File: config.mk
export PLATFORM = sky130hd
export DESIGN_NAME = kband_mem_arbiter_flat
export DESIGN_NICKNAME = d
export VERILOG_FILES = /design/src/rtl/kband_mem_arbiter_if.sv /design/src/rtl/kband_mem_arbiter.sv /design/src/flat_wrapper.sv
export SDC_FILE = /design/constraint.sdc
export NUM_CORES = 1
export LEC_CHECK = 0
export CORE_AREA = 2 2 284 286
export DETAILED_ROUTE_END_ITERATION = 6
export DIE_AREA = 0 0 286 288
export DONT_BUFFER_PORTS = 1
export GPL_ROUTABILITY_DRIVEN = 0
export SLEW_MARGIN = 10
export SYNTH_ARGS = -nofsm -noshare
export SYNTH_HDL_FRONTEND = slang
export SYNTH_SLANG_ARGS = --single-unit
export TNS_END_PERCENT = 30
File: constraint.sdc
create_clock -name clk -period 2.5 [get_ports clk]
set_input_delay 0.375 -clock clk [delete_from_list [all_inputs] [get_ports clk]]
set_output_delay 0.375 -clock clk [all_outputs]
set_load 0.02 [all_outputs]
File: src/rtl/kband_mem_arbiter_if.sv
// kband_mem_arbiter_if: host Avalon-MM, core write stream and RAM pins of the arbiter.
interface kband_mem_arbiter_if #(
    parameter int ADDR_W = 12,
    parameter int DATA_W = 128,
    parameter int BE_W   = DATA_W / 8
);
    logic [ADDR_W-1:0] h_address;
    logic              h_read;
    logic              h_write;
    logic [BE_W-1:0]   h_byteenable;
    logic [DATA_W-1:0] h_writedata;
    logic              h_waitrequest;
    logic [DATA_W-1:0] h_readdata;
    logic              h_readdatavalid;
    logic              c_start;
    logic [ADDR_W-1:0] c_base;
    logic              c_valid;
    logic [DATA_W-1:0] c_data;
    logic              c_ready;
    logic [ADDR_W:0]   c_count;
    logic              c_wrapped;
    logic [ADDR_W-1:0] mem_address;
    logic [BE_W-1:0]   mem_byteenable;
    logic              mem_chipselect;
    logic              mem_write;
    logic [DATA_W-1:0] mem_writedata;
    logic [DATA_W-1:0] mem_readdata;
    logic              mem_clken;

    modport slave (
        input  h_address, h_read, h_write, h_byteenable, h_writedata,
        output h_waitrequest, h_readdata, h_readdatavalid,
        input  c_start, c_base, c_valid, c_data,
        output c_ready, c_count, c_wrapped,
        output mem_address, mem_byteenable, mem_chipselect, mem_write, mem_writedata, mem_clken,
        input  mem_readdata
    );

    modport master (
        output h_address, h_read, h_write, h_byteenable, h_writedata,
        input  h_waitrequest, h_readdata, h_readdatavalid,
        output c_start, c_base, c_valid, c_data,
        input  c_ready, c_count, c_wrapped,
        input  mem_address, mem_byteenable, mem_chipselect, mem_write, mem_writedata, mem_clken,
        output mem_readdata
    );
endinterface

File: src/rtl/kband_mem_arbiter.sv
// kband_mem_arbiter: round-robin sharing of one single-port RAM between host
// reads/writes and the core's sequential write stream.
module kband_mem_arbiter #(
    parameter int ADDR_W = 12,
    parameter int DATA_W = 128,
    parameter int BE_W   = DATA_W / 8,
    parameter int DEPTH  = 2 ** ADDR_W
) (
    input logic clk,
    input logic reset,
    kband_mem_arbiter_if.slave bus
);
    typedef enum logic {HOST, CORE} grant_e;

    grant_e            last_grant_q, last_grant_d;
    logic              rd_pend_q, rd_pend_d;
    logic [ADDR_W-1:0] wptr_q, wptr_d;
    logic [ADDR_W:0]   count_q, count_d;
    logic              wrapped_q, wrapped_d;
    logic              hreq, creq, host_grant, core_grant;

    localparam logic [ADDR_W:0]   COUNT_MAX = (ADDR_W + 1)'(DEPTH);
    localparam logic [ADDR_W-1:0] WPTR_LAST = ADDR_W'(DEPTH - 1);

    always_ff @(posedge clk or posedge reset) begin
        if (reset) begin
            last_grant_q <= CORE;
            rd_pend_q    <= 1'b0;
            wptr_q       <= '0;
            count_q      <= '0;
            wrapped_q    <= 1'b0;
        end else begin
            last_grant_q <= last_grant_d;
            rd_pend_q    <= rd_pend_d;
            wptr_q       <= wptr_d;
            count_q      <= count_d;
            wrapped_q    <= wrapped_d;
        end
    end

    always_comb begin
        hreq       = bus.h_read | bus.h_write;
        creq       = bus.c_valid & ~bus.c_start;
        // On conflict the side that did not win last time goes next
        host_grant = ~reset & hreq & (~creq | (last_grant_q == CORE));
        core_grant = ~reset & creq & (~hreq | (last_grant_q == HOST));
        last_grant_d = host_grant ? HOST : core_grant ? CORE : last_grant_q;
        rd_pend_d    = host_grant & bus.h_read & ~bus.h_write;
        wptr_d    = bus.c_start ? bus.c_base : core_grant ? wptr_q + 1'b1 : wptr_q;
        count_d   = bus.c_start ? '0 : (core_grant && count_q != COUNT_MAX) ? count_q + 1'b1 : count_q;
        wrapped_d = bus.c_start ? 1'b0 : (core_grant && wptr_q == WPTR_LAST) ? 1'b1 : wrapped_q;
        bus.h_waitrequest   = hreq & ~host_grant;
        bus.h_readdatavalid = rd_pend_q;
        bus.h_readdata      = rd_pend_q ? bus.mem_readdata : '0;
        bus.c_ready         = creq & core_grant;
        bus.c_count         = count_q;
        bus.c_wrapped       = wrapped_q;
        bus.mem_chipselect  = host_grant | core_grant;
        bus.mem_write       = host_grant ? bus.h_write : core_grant;
        bus.mem_address     = host_grant ? bus.h_address : core_grant ? wptr_q : '0;
        bus.mem_byteenable  = host_grant ? bus.h_byteenable : core_grant ? {BE_W{1'b1}} : '0;
        bus.mem_writedata   = host_grant ? bus.h_writedata : core_grant ? bus.c_data : '0;
        bus.mem_clken       = 1'b1;
    end
endmodule
File: src/flat_wrapper.sv
// flat-port wrapper written by rule: the top's interface ports become plain ports
module kband_mem_arbiter_flat 
#(
    parameter int ADDR_W = 12,
    parameter int DATA_W = 128,
    parameter int BE_W   = DATA_W / 8,
    parameter int DEPTH  = 2 ** ADDR_W
)
  (clk, reset, bus_h_address, bus_h_read, bus_h_write, bus_h_byteenable, bus_h_writedata, bus_h_waitrequest, bus_h_readdata, bus_h_readdatavalid, bus_c_start, bus_c_base, bus_c_valid, bus_c_data, bus_c_ready, bus_c_count, bus_c_wrapped, bus_mem_address, bus_mem_byteenable, bus_mem_chipselect, bus_mem_write, bus_mem_writedata, bus_mem_clken, bus_mem_readdata);
  kband_mem_arbiter_if #(.ADDR_W(ADDR_W), .DATA_W(DATA_W), .BE_W(BE_W)) bus_i ();
  input logic clk;
  input logic reset;
  input wire logic [$bits(bus_i.h_address)-1:0] bus_h_address;
  input wire logic [$bits(bus_i.h_read)-1:0] bus_h_read;
  input wire logic [$bits(bus_i.h_write)-1:0] bus_h_write;
  input wire logic [$bits(bus_i.h_byteenable)-1:0] bus_h_byteenable;
  input wire logic [$bits(bus_i.h_writedata)-1:0] bus_h_writedata;
  output wire logic [$bits(bus_i.h_waitrequest)-1:0] bus_h_waitrequest;
  output wire logic [$bits(bus_i.h_readdata)-1:0] bus_h_readdata;
  output wire logic [$bits(bus_i.h_readdatavalid)-1:0] bus_h_readdatavalid;
  input wire logic [$bits(bus_i.c_start)-1:0] bus_c_start;
  input wire logic [$bits(bus_i.c_base)-1:0] bus_c_base;
  input wire logic [$bits(bus_i.c_valid)-1:0] bus_c_valid;
  input wire logic [$bits(bus_i.c_data)-1:0] bus_c_data;
  output wire logic [$bits(bus_i.c_ready)-1:0] bus_c_ready;
  output wire logic [$bits(bus_i.c_count)-1:0] bus_c_count;
  output wire logic [$bits(bus_i.c_wrapped)-1:0] bus_c_wrapped;
  output wire logic [$bits(bus_i.mem_address)-1:0] bus_mem_address;
  output wire logic [$bits(bus_i.mem_byteenable)-1:0] bus_mem_byteenable;
  output wire logic [$bits(bus_i.mem_chipselect)-1:0] bus_mem_chipselect;
  output wire logic [$bits(bus_i.mem_write)-1:0] bus_mem_write;
  output wire logic [$bits(bus_i.mem_writedata)-1:0] bus_mem_writedata;
  output wire logic [$bits(bus_i.mem_clken)-1:0] bus_mem_clken;
  input wire logic [$bits(bus_i.mem_readdata)-1:0] bus_mem_readdata;
  assign bus_i.h_address = bus_h_address;
  assign bus_i.h_read = bus_h_read;
  assign bus_i.h_write = bus_h_write;
  assign bus_i.h_byteenable = bus_h_byteenable;
  assign bus_i.h_writedata = bus_h_writedata;
  assign bus_h_waitrequest = bus_i.h_waitrequest;
  assign bus_h_readdata = bus_i.h_readdata;
  assign bus_h_readdatavalid = bus_i.h_readdatavalid;
  assign bus_i.c_start = bus_c_start;
  assign bus_i.c_base = bus_c_base;
  assign bus_i.c_valid = bus_c_valid;
  assign bus_i.c_data = bus_c_data;
  assign bus_c_ready = bus_i.c_ready;
  assign bus_c_count = bus_i.c_count;
  assign bus_c_wrapped = bus_i.c_wrapped;
  assign bus_mem_address = bus_i.mem_address;
  assign bus_mem_byteenable = bus_i.mem_byteenable;
  assign bus_mem_chipselect = bus_i.mem_chipselect;
  assign bus_mem_write = bus_i.mem_write;
  assign bus_mem_writedata = bus_i.mem_writedata;
  assign bus_mem_clken = bus_i.mem_clken;
  assign bus_i.mem_readdata = bus_mem_readdata;
  kband_mem_arbiter #(.ADDR_W(ADDR_W), .DATA_W(DATA_W), .BE_W(BE_W), .DEPTH(DEPTH)) u_core (.clk(clk), .reset(reset), .bus(bus_i));
endmodule
# After elaboration in Yosys (flattened, before gate mapping)
# Cells that the tools add are included.
[totals]
ff_bits = 28
out_inout_bits = 304
[op_classes]
n_addsub = 2
n_eq_ne = 2
muxes = 16
bitwise = 20
reduce_logical = 6
[ops]
columns = ["operator", "n"]
rows = [
  ["$mux 128", 3],
  ["$mux 12", 4],
  ["$mux 16", 2],
  ["$mux 13", 2],
  ["$add 13x1->13 const B", 1],
  ["$ne 13x13->1 const B", 1],
  ["$add 12x1->12 const B", 1],
  ["$eq 12x12->1 const B", 1],
  ["$and 1x1->1", 9],
  ["$reduce_bool 2->1", 4],
  ["$not 1->1", 7],
  ["$mux 1", 5],
  ["$or 1x1->1", 4],
  ["$logic_and 1x1->1", 2],
]

# Longest topological paths before layout
[logic_depth]
ltp_word = 7
ltp_mapped = 7
ltp_nobuf = 6

# Worst setup path after synthesis
# Ideal clock, no wire load.
[synth_timing]
path_kind = "input port to output port"
start = "input reset"
end = "output bus_mem_address[8]"
arrival_time_ns = 1.638
setup_slack_ns = 0.487
cell_stages = 5
path_buffers = 2
path_cell_list = "nor3b_4 > nand2_1 > buf_2 > buf_2 > o21ai_0"
[synth_via]
elab_chain_len = 5
[synth_rtl]
columns = ["item", "line", "source"]
rows = [
  ["start, declared", "flat_wrapper.sv:12", "input logic reset;"],
  ["$not 1->1 (*)", "kband_mem_arbiter.sv:45, kband_mem_arbiter.sv:46", ""],
  ["$and 1x1->1 (2 in series)", "kband_mem_arbiter.sv:46", "core_grant = ~reset & creq & (~hreq | (last_grant_q == HOST));"],
  ["$mux 12", "kband_mem_arbiter.sv:60", "bus.mem_address = host_grant ? bus.h_address : core_grant ? wptr_q : '0;"],
  ["$mux 12 (*)", "kband_mem_arbiter.sv:60", ""],
  ["end, declared", "flat_wrapper.sv:28", "output wire logic [$bits(bus_i.mem_address)-1:0] bus_mem_address;"],
]
# Every way passes the cells marked *; elsewhere a longest branch is shown, timed or not.

# Final worst setup path
[layout_timing]
start = "register u_core.last_grant_q"
end = "output bus_mem_writedata[123]"
[layout_via]
elab_chain_len = 5
[layout_rtl]
columns = ["item", "line", "source"]
rows = [
  ["start, declared", "kband_mem_arbiter.sv:15", "grant_e last_grant_q, last_grant_d;"],
  ["start signal, assigned", "kband_mem_arbiter.sv:33", "last_grant_q <= last_grant_d;"],
  ["$not 1->1", "kband_mem_arbiter.sv:46", ""],
  ["$or 1x1->1", "kband_mem_arbiter.sv:46", ""],
  ["$and 1x1->1", "kband_mem_arbiter.sv:46", ""],
  ["$mux 128", "kband_mem_arbiter.sv:62", "bus.mem_writedata = host_grant ? bus.h_writedata : core_grant ? bus.c_data : '0;"],
  ["$mux 128 (*)", "kband_mem_arbiter.sv:62", ""],
  ["end, declared", "flat_wrapper.sv:32", "output wire logic [$bits(bus_i.mem_writedata)-1:0] bus_mem_writedata;"],
]
# Marked as above.

==> results.sh <==
export IMPL_routed_wl_um=59700
export IMPL_largest_fanout_of_any_net_on_the_critical_path=11
export IMPL_drive_above_1_share=0.319
export IMPL_ys_warnings_count=0
export IMPL_finalClockSkew_ps=5.70
export IMPL_drc_errors=0
export IMPL_globalRouteOverflowTotal=0
export IMPL_numClockSinks=28
export IMPL_synthXorXnorAreaFrac=0.0110
export IMPL_power_density_cell_area_mw_per_mm2=339
export IMPL_synth_top_cell_area_share=0.301
export IMPL_yosysUniqueCellTypes=45
export IMPL_holdCritPathClass="input port to asynchronous set/reset pin"
export IMPL_worstReg2RegStart="u_core.last_grant_q$_DFFE_PP1P_"
export IMPL_grt_setup_unrepaired="true"
export IMPL_syn2layout_area_growth_pct=101
export IMPL_floorplan_die_height_um=288
export IMPL_finalNetCount=1067
export IMPL_grt_usage=0.132
export IMPL_dpl_cell_area_sq_mm=0.00736
export IMPL_placeableCoreArea_sq_mm=0.0796
export IMPL_cts_max_path_buffers=2
export IMPL_first_global_vias=4960
export IMPL_worst_vdd_rail_ir_drop_uv=218
export IMPL_dominant_combinational_cell_family_by_area_after_synthesis="compound AO/OA/AOI/OAI gates"
export IMPL_finalHoldViolCount=0
export IMPL_synth_compound_area_share=0.370
export IMPL_drtIter0Drc=443
export IMPL_worst_setup_path_category="flop to output port"
export IMPL_floorplan_die_width_um=286
export IMPL_cts_htree_levels=1
export IMPL_maxClockFrequency_mhz=409
export IMPL_grt_antenna_before_repair=86
export IMPL_synth_adder_area_share=0.00942
export IMPL_timing_slew_headroom=0.527
export IMPL_crit_arrival_ps=2070
export IMPL_firstDrtPassIters=6
export IMPL_syn_avg_cell_area_sq_um=7.55
export IMPL_syn_nets=961
export IMPL_clk_transition_reported_paths_ps=70
export IMPL_timing_critical_path_from_type="flop"
export IMPL_yosys_area_share_simple=0.359
export IMPL_post_synthesis_instance_total=528
export IMPL_synth_seq_area_share=0.176
export IMPL_rows=104
export IMPL_netlist_area_sq_mm=0.00398
export IMPL_endpoint_kind="output port"
export IMPL_postRouteAntennaNets=0
export IMPL_outcome="complete, no violations"
export IMPL_synth_ff_type="sky130_fd_sc_hd__dfrtp_1"
export IMPL_finalCritPeriodShare=0.979
export IMPL_max_cap_violations=0
export IMPL_grt_first_pass_wirelength_um=68000
export IMPL_grt_max_degree=102
export IMPL_ys_seq_elements=28
export IMPL_drt_wirelength_per_cell_um=34.6
export IMPL_leakage_power_uw=0.00309
export IMPL_io_pins=734
export IMPL_cts_tree="yes"
export IMPL_dp_hpwl_um=53200
export IMPL_initial_core_util=0.0500
export IMPL_main_area_contributors_after_synthesis="sky130_fd_sc_hd__a22o_1, sky130_fd_sc_hd__and2_1, sky130_fd_sc_hd__dfrtp_1, sky130_fd_sc_hd__nand2_1, sky130_fd_sc_hd__buf_2"
export IMPL_clk_insertion_delay_late_ps=270
export IMPL_numCtsBuffers=3
export IMPL_timing_worst_slew_pin_value_ps=710
export IMPL_async_flop_share=1.00
export IMPL_synth_mux_area_fraction=0.00503
export IMPL_finalMaxSlewViolations=0
export IMPL_report_final_setup_viol=0
export IMPL_design_area_sq_mm=0.00799
export IMPL_setup_worst_path_start="u_core.last_grant_q$_DFFE_PP1P_"
export IMPL_routed_via_density=3.43
export IMPL_synth_edff_count=0
export IMPL_finalCriticalPeriod_ps=2450
export IMPL_clockRootBuffer="sky130_fd_sc_hd__clkbuf_16"
export IMPL_port_buffer_count=0
export IMPL_yosysTopAreaCell="sky130_fd_sc_hd__a22o_1"
export IMPL_fp_dieArea_sq_mm=0.0824
export IMPL_crit_required_ps=2120
export IMPL_power_total_uw=2710
export IMPL_num_vias=5929
placed cells by master, fill, tap and decap left out, drive strengths merged, types with 10 or more instances in the layout:
| cell | Yosys | layout |
|---|---|---|
| and2 | 131 | 131 |
| diode | 0 | 34 |
| a22o | 137 | 137 |
| nor2 | 13 | 13 |
| nand2 | 56 | 56 |
| buf | 37 | 151 |
| dfrtp | 27 | 27 |
| o21ai | 10 | 10 |
| nand3 | 15 | 15 |
critical path, cell delays in order (launching register included):
cell                      delay (ps)
sky130_fd_sc_hd__dfstp_2         580
sky130_fd_sc_hd__nor3b_2          80
sky130_fd_sc_hd__nor3_2          160
sky130_fd_sc_hd__buf_6           170
sky130_fd_sc_hd__buf_16          180
sky130_fd_sc_hd__buf_6           200
sky130_fd_sc_hd__a22o_2          280
sky130_fd_sc_hd__buf_12          140
layer usage:
layer | global-route usage | routed length, um
met1 | 0.145 | 21200
met2 | 0.218 | 27500
met3 | 0.0731 | 8290
met4 | 0.0361 | 2570
met5 | 0.00872 | 172
cells in the mapped netlist, types with 3 or more instances:
cell,number
sky130_fd_sc_hd__a21o_1,4
sky130_fd_sc_hd__a21oi_1,5
sky130_fd_sc_hd__a221o_1,6
sky130_fd_sc_hd__a22o_1,137
sky130_fd_sc_hd__and2_1,131
sky130_fd_sc_hd__and3_1,5
sky130_fd_sc_hd__buf_2,35
sky130_fd_sc_hd__clkbuf_1,17
sky130_fd_sc_hd__dfrtp_1,27
sky130_fd_sc_hd__ha_1,3
sky130_fd_sc_hd__inv_1,6
sky130_fd_sc_hd__nand2_1,56
sky130_fd_sc_hd__nand3_1,14
sky130_fd_sc_hd__nand4_1,7
sky130_fd_sc_hd__nor2_1,13
sky130_fd_sc_hd__nor3_1,7
sky130_fd_sc_hd__nor4_1,4
sky130_fd_sc_hd__nor4b_1,3
sky130_fd_sc_hd__o21ai_0,9
sky130_fd_sc_hd__o311ai_0,4
sky130_fd_sc_hd__or3_1,3
sky130_fd_sc_hd__or4_1,3
sky130_fd_sc_hd__xor2_1,4
registers in the layout (all words and copies together) (netlist names):
name / flops
u_core.bus.c_count: 13
u_core.bus.c_wrapped: 1
u_core.bus.h_readdatavalid: 1
u_core.last_grant_q: 1
u_core.wptr_q: 12
what timing repair did:
action / 4_1_cts / 5_1_grt
gates resized for setup: 24 / 20
pin swaps: 1 / 2
cloned: 3 / 2
hold buffers: 1 / 0
hold endpoints to repair: 1 / 0
setup buffers: 3 / 1
setup endpoints to repair: 86 / 92
through the flow:
step	worst slack, ps	utilization	std cells	hold WS, ps	TNS, ps
floorplan	487	-	528	440	0
finish	52.8	0.100	1727	27.3	0
detailed placement	-106	0.0925	1679	139	-440
global route	-24.6	0.0998	1709	43.6	-233
global placement	-110	0.0925	1679	137	-536
CTS	-9.62	0.0965	1690	20.1	-12.0
report_power, final:
group | leakage [uW] | internal, uW | switching [uW] | total (uW)
clock | 0.0000444 | 246 | 170 | 416
combinational | 0.00268 | 778 | 982 | 1760
sequential | 0.000363 | 480 | 51.5 | 531
area by class of cell:
type / count / area [sq um]
flip-flops and latches: 28 / 706
repair buffers: 155 / 2510
fillers: 9221 / 71600
well taps: 1060 / 1330
diodes: 34 / 85.1
clock buffers: 4 / 88.8
inverters: 6 / 27.5
multi-input cells: 440 / 3250
cells by family after synthesis:
group | count (synthesis)
AOI/OAI and AO/OA | 175
buffers and inverters | 60
DFF | 28
other | 1
muxes | 2
and+or+nand+nor | 254
xor gates and xnor gates | 5
adders and majority gates | 3
worst paths after layout:
path                       slack [ps]  cells past startpoint                                    to
min                                30                      1       u_core.last_grant_q$_DFFE_PP1P_
min in group clk                  170                      1     u_core.bus.c_count[7]$_DFFE_PP0P_
max in group asynchronous        1970                      2  u_core.bus.h_readdatavalid$_DFF_PP0_
max                                50                      7                bus_mem_writedata[123]
min reg2reg                       560                      1       u_core.last_grant_q$_DFFE_PP1P_
max reg2reg                       650                      5          u_core.wptr_q[4]$_DFFE_PP0P_
(Power assumes the default switching activity.)
==> RTL edit 1: new RTL, same flow settings <==
`ADDR_W` is set to 12 in 3 places; all go to 11.
--- a/src/rtl/kband_mem_arbiter_if.sv
+++ b/src/rtl/kband_mem_arbiter_if.sv
@@ -1,6 +1,6 @@
 // kband_mem_arbiter_if: host Avalon-MM, core write stream and RAM pins of the arbiter.
 interface kband_mem_arbiter_if #(
-    parameter int ADDR_W = 12,
+    parameter int ADDR_W = 11,
     parameter int DATA_W = 128,
     parameter int BE_W   = DATA_W / 8
 );
--- a/src/rtl/kband_mem_arbiter.sv
+++ b/src/rtl/kband_mem_arbiter.sv
@@ -1,7 +1,7 @@
 // kband_mem_arbiter: round-robin sharing of one single-port RAM between host
 // reads/writes and the core's sequential write stream.
 module kband_mem_arbiter #(
-    parameter int ADDR_W = 12,
+    parameter int ADDR_W = 11,
     parameter int DATA_W = 128,
     parameter int BE_W   = DATA_W / 8,
     parameter int DEPTH  = 2 ** ADDR_W
--- a/src/flat_wrapper.sv
+++ b/src/flat_wrapper.sv
@@ -1,7 +1,7 @@
 // flat-port wrapper written by rule: the top's interface ports become plain ports
 module kband_mem_arbiter_flat 
 #(
-    parameter int ADDR_W = 12,
+    parameter int ADDR_W = 11,
     parameter int DATA_W = 128,
     parameter int BE_W   = DATA_W / 8,
     parameter int DEPTH  = 2 ** ADDR_W
Ports: changed (resized bus_c_base, bus_c_count, bus_h_address and bus_mem_address); port bits go from 734 to 730. No check against the original RTL was run, so the function may have changed too.
==> RTL edit 1 against the original RTL <==
Synthesized area fell by 4.8%. Routed wire length fell by 0.59%. Maximum frequency fell by 1.7%. Worst setup slack got worse by 0.042 ns. Critical path depth did not move. Clock skew fell by 0.0031 ns. Sequential cell count fell by 2. Design area rose by 1.4%. Total power fell by 1.6%. Final cell count fell by 2.4%. Critical path type unchanged. Largest cell class unchanged. Largest power group unchanged.
==> RTL edit 1: results <==
metrics = {
    "synth": {
        "syn_area_per_cell_um2": 7.39,
        "syn-num-nets": 944,
        "synth_xor_area_share_pct": 0.924,
        "synth-seq-area-share_pct": 17.2,
        "synth_compound_area_share_pct": 39.3,
        "synthDistinctLibCells": 44,
    },
    "grt": {
        "grt_pass1_wl_mm": 66.0,
        "grt_usage_pct": 12.9,
        "met3_usage_pct": 7.12,
    },
    "place": {
        "dp_cells": 1639,
        "dp_hpwl_mm": 50.5,
    },
    "timing": {
        "slew_headroom_pct": 42.4,
        "skew_ns": 0.00261,
    },
    "final_layout": {
        "largest_reg_flops": 12,
    },
    "critical_path": {
        "cp-endpoint": "bus_mem_writedata[45]",
        "cp_slowest_stage_delay_ns": 0.56,
        "cp.arrival_ns": 2.11,
        "worstReg2RegEnd": "u_core.bus.c_count[11]",
        "r2r-start": "u_core.bus.c_count[4]",
    },
    "power_and_ir_drop": {
        "vdd_drop_max_uv": 218,
    },
    "clocking": {
        "cts_resized": 55,
    },
    "routing": {
        "vias_per_cell": 3.16,
        "drtIter0Drc": 393,
        "drt_pass1_iterations": 5,
        "wire_per_inst_um": 35.2,
    },
    "outcome": {
        "status": "finished, final reports clean",
    },
}
## RTL edit 1: cell count changes after synthesis, moves of 4 or more
cell,before,now
and3_1,5,1
nand3_1,14,9
buf_2,35,1
a21oi_1,5,12
clkbuf_1,17,52
nand2_1,56,51
## RTL edit 1: worst min path at each step
stage,endpoint,slack [ns],depth (start not counted),from
after floorplan,u_core.bus.c_count[0],0.41,1,reset
after global placement,u_core.wptr_q[5],0.27,1,reset
after detailed placement,u_core.wptr_q[5],0.28,1,reset
after CTS,u_core.bus.c_count[9],0.16,1,bus_c_start
after global routing,u_core.bus.c_count[5],0.15,1,bus_c_start
final,u_core.bus.c_count[9],0.17,1,bus_c_start
## RTL edit 1: per-stage QoR
stage / power [mW] / hold WS, ns / TNS [ns]
CTS: 2.53 / 0.159 / -1.44
finish: 2.67 / 0.167 / 0
global placement: 2.00 / 0.274 / -3.43
global route: 2.77 / 0.152 / -0.00406
floorplan: 1.18 / 0.414 / 0
detailed placement: 2.01 / 0.282 / -2.70
## RTL edit 1: final cells by class
cell class | count | area (µm²) | area share (%)
Antenna cell | 16 | 40.0 | 0.494
Inverter | 8 | 35.0 | 0.432
Tap cell | 1060 | 1330 | 16.4
Timing Repair Buffer | 150 | 2560 | 31.6
Sequential cell | 26 | 653 | 8.06
Multi-Input combinational cell | 422 | 3400 | 42.0
Clock buffer | 4 | 88.8 | 1.10
## RTL edit 1: layer usage
metal / routed length [µm] / vias to the layer above
li1: - / 2107
met3: 8510 / 90
met1: 24400 / 2537
met4: 1530 / 44
met5: 283 / -
met2: 24600 / 558
## RTL edit 1: critical path, delay by kind of cell (launching register included)
family	cells	cell delay [ns]
flip-flops	1	0.56
buffers and inverters	4	0.53
AO/OA/AOI/OAI	2	0.49
AND/OR/NAND/NOR	1	0.15
==> RTL edit 2: new RTL, same settings <==
Made on the original files. Reset style: synchronous (`reset`), changed in one clocked block.
--- a/src/rtl/kband_mem_arbiter.sv
+++ b/src/rtl/kband_mem_arbiter.sv
@@ -22,7 +22,7 @@
     localparam logic [ADDR_W:0]   COUNT_MAX = (ADDR_W + 1)'(DEPTH);
     localparam logic [ADDR_W-1:0] WPTR_LAST = ADDR_W'(DEPTH - 1);
 
-    always_ff @(posedge clk or posedge reset) begin
+    always_ff @(posedge clk) begin
         if (reset) begin
             last_grant_q <= CORE;
             rd_pend_q    <= 1'b0;
Behaviour: differs if reset is asserted again (counterexample within 4 cycles, from zero or initial values and one cycle with reset high); with reset held inactive, the same outputs for 4 cycles.
==> RTL edit 2 against the original RTL <==
Routed wire length is 3.5% lower. Synthesized area is 1.6% lower. Final cell count is 2.1% lower. Total power is 14% lower. Synthesized cell count is 3.0% higher. Worst setup slack worse by 0.0062 ns. Design area is 11% lower. Sequential cell count stayed put. Sequential share of layout area is 0.88 points lower.
==> RTL edit 2: results <==
metrics = {
    "outcome": {
        "status": "finished, final reports clean",
    },
    "final_layout": {
        "finalNetCount": 1050,
        "non_clock_inverter_count": 8,
        "multi_input_area_share_pct": 43.8,
        "n_all_buffers": 124,
        "area_share_nonclk_buffers_pct": 27.4,
        "clock_area_share_pct": 1.25,
        "n_fill_cell": 9271,
        "design_area_um2": 7100,
        "utilization_pct": 8.92,
        "seq-cell-share_pct": 7.95,
        "antenna_cells": 14,
        "multi_input_cells": 452,
    },
    "synth": {
        "syn-instance-count": 544,
        "synth-async-reset-ratio_pct": 0,
        "synthDistinctLibCells": 51,
        "synth_area_leaders": "a22o_1 30%, and2_1 21%, dfxtp_1 14%, nand2_1 5.4%, clkbuf_1 3.6%",
        "synth-seq-area-share_pct": 14.3,
        "synth_commonest_cells": "135 x a22o_1, 129 x and2_1, 56 x nand2_1",
    },
    "timing": {
        "clock.fmax_mhz": 408,
        "skew_ns": 0.00291,
        "slew_headroom_pct": 57.0,
    },
    "routing": {
        "vias_per_cell": 3.39,
        "wirelength_mm": 57.6,
        "drtIter0Drc": 496,
    },
    "place": {
        "place_worst_setup_slack_ns": 0.139,
        "place_area_um2": 6940,
        "dp_hpwl_mm": 52.5,
    },
    "grt": {
        "grt_usage_pct": 12.9,
        "antenna_found_initial": 77,
    },
    "critical_path": {
        "r2r-start": "u_core.wptr_q[0]",
        "crit_slowest_cell": "a22o_2",
        "cp-endpoint": "bus_mem_writedata[1]",
        "worstReg2RegEnd": "u_core.wptr_q[10]",
        "startpoint": "u_core.last_grant_q",
        "crit_fanout": 83,
        "cp_slowest_stage_delay_ns": 0.45,
    },
    "clocking": {
        "h-tree-depth": 1,
    },
    "power_and_ir_drop": {
        "p_seq_mw": 0.493,
        "p_total_mw": 2.32,
        "power.leakage_nw": 2.44,
        "vdd_drop_max_uv": 209,
    },
    "hold_path": {
        "hp-class": "in -> reg",
    },
}
## RTL edit 2: cell count changes after synthesis, moves of 6 or more
cell	unedited run	this run
a221o_1	6	0
a31oi_1	1	9
clkbuf_1	17	38
buf_2	35	12
dfxtp_1	0	28
a21oi_1	5	12
dfrtp_1	27	0
## RTL edit 2: kinds of logic after synthesis
kind of cell / after synthesis / synth area share (%)
AO/OA/AOI/OAI: 184 / 38.3
XOR/XNOR: 4 / 0.894
adder cells (fa/ha/maj): 3 / 0.958
buffers and inverters: 64 / 6.99
flip-flops: 28 / 14.3
multiplexers: 4 / 1.05
other: 1 / 0.0957
AND/OR/NAND/NOR: 256 / 37.4
## RTL edit 2: layer usage
layer  global-route usage, %  up-vias  routed length, µm
li1                        -     2179                  -
met1                    15.0     2589              21700
met2                    19.4      740              24100
met3                    8.59      187               9550
met4                    2.23       32               1700
met5                    2.62        -                517
## RTL edit 2: how the worst min path moves through the flow
| stage | from | endpoint | slack, ns | cells after the start |
|---|---|---|---|---|
| 3_5_place_dp | reset | u_core.bus.h_readdatavalid | 0.46 | 1 |
| 2_1_floorplan | bus_h_write | u_core.bus.h_readdatavalid | 0.45 | 1 |
| 6_report | bus_h_write | u_core.bus.h_readdatavalid | 0.17 | 1 |
| 5_1_grt | bus_h_write | u_core.bus.h_readdatavalid | 0.15 | 1 |
| 4_1_cts | reset | u_core.bus.h_readdatavalid | 0.16 | 1 |
| 3_3_place_gp | bus_h_write | u_core.bus.h_readdatavalid | 0.46 | 1 |
## RTL edit 2: repair_timing
action	CTS	global route
gates resized for setup	9	2
setup buffers	0	2
pin swaps	0	1
setup endpoints to repair	10	22
## RTL edit 2: worst reg2reg max path: stages (launching register included)
cell and delay, ns:
dfxtp_1 0.63, ha_1 0.38, nand2_1 0.12, or3_1 0.35, mux2i_1 0.17, a31oi_1 0.09
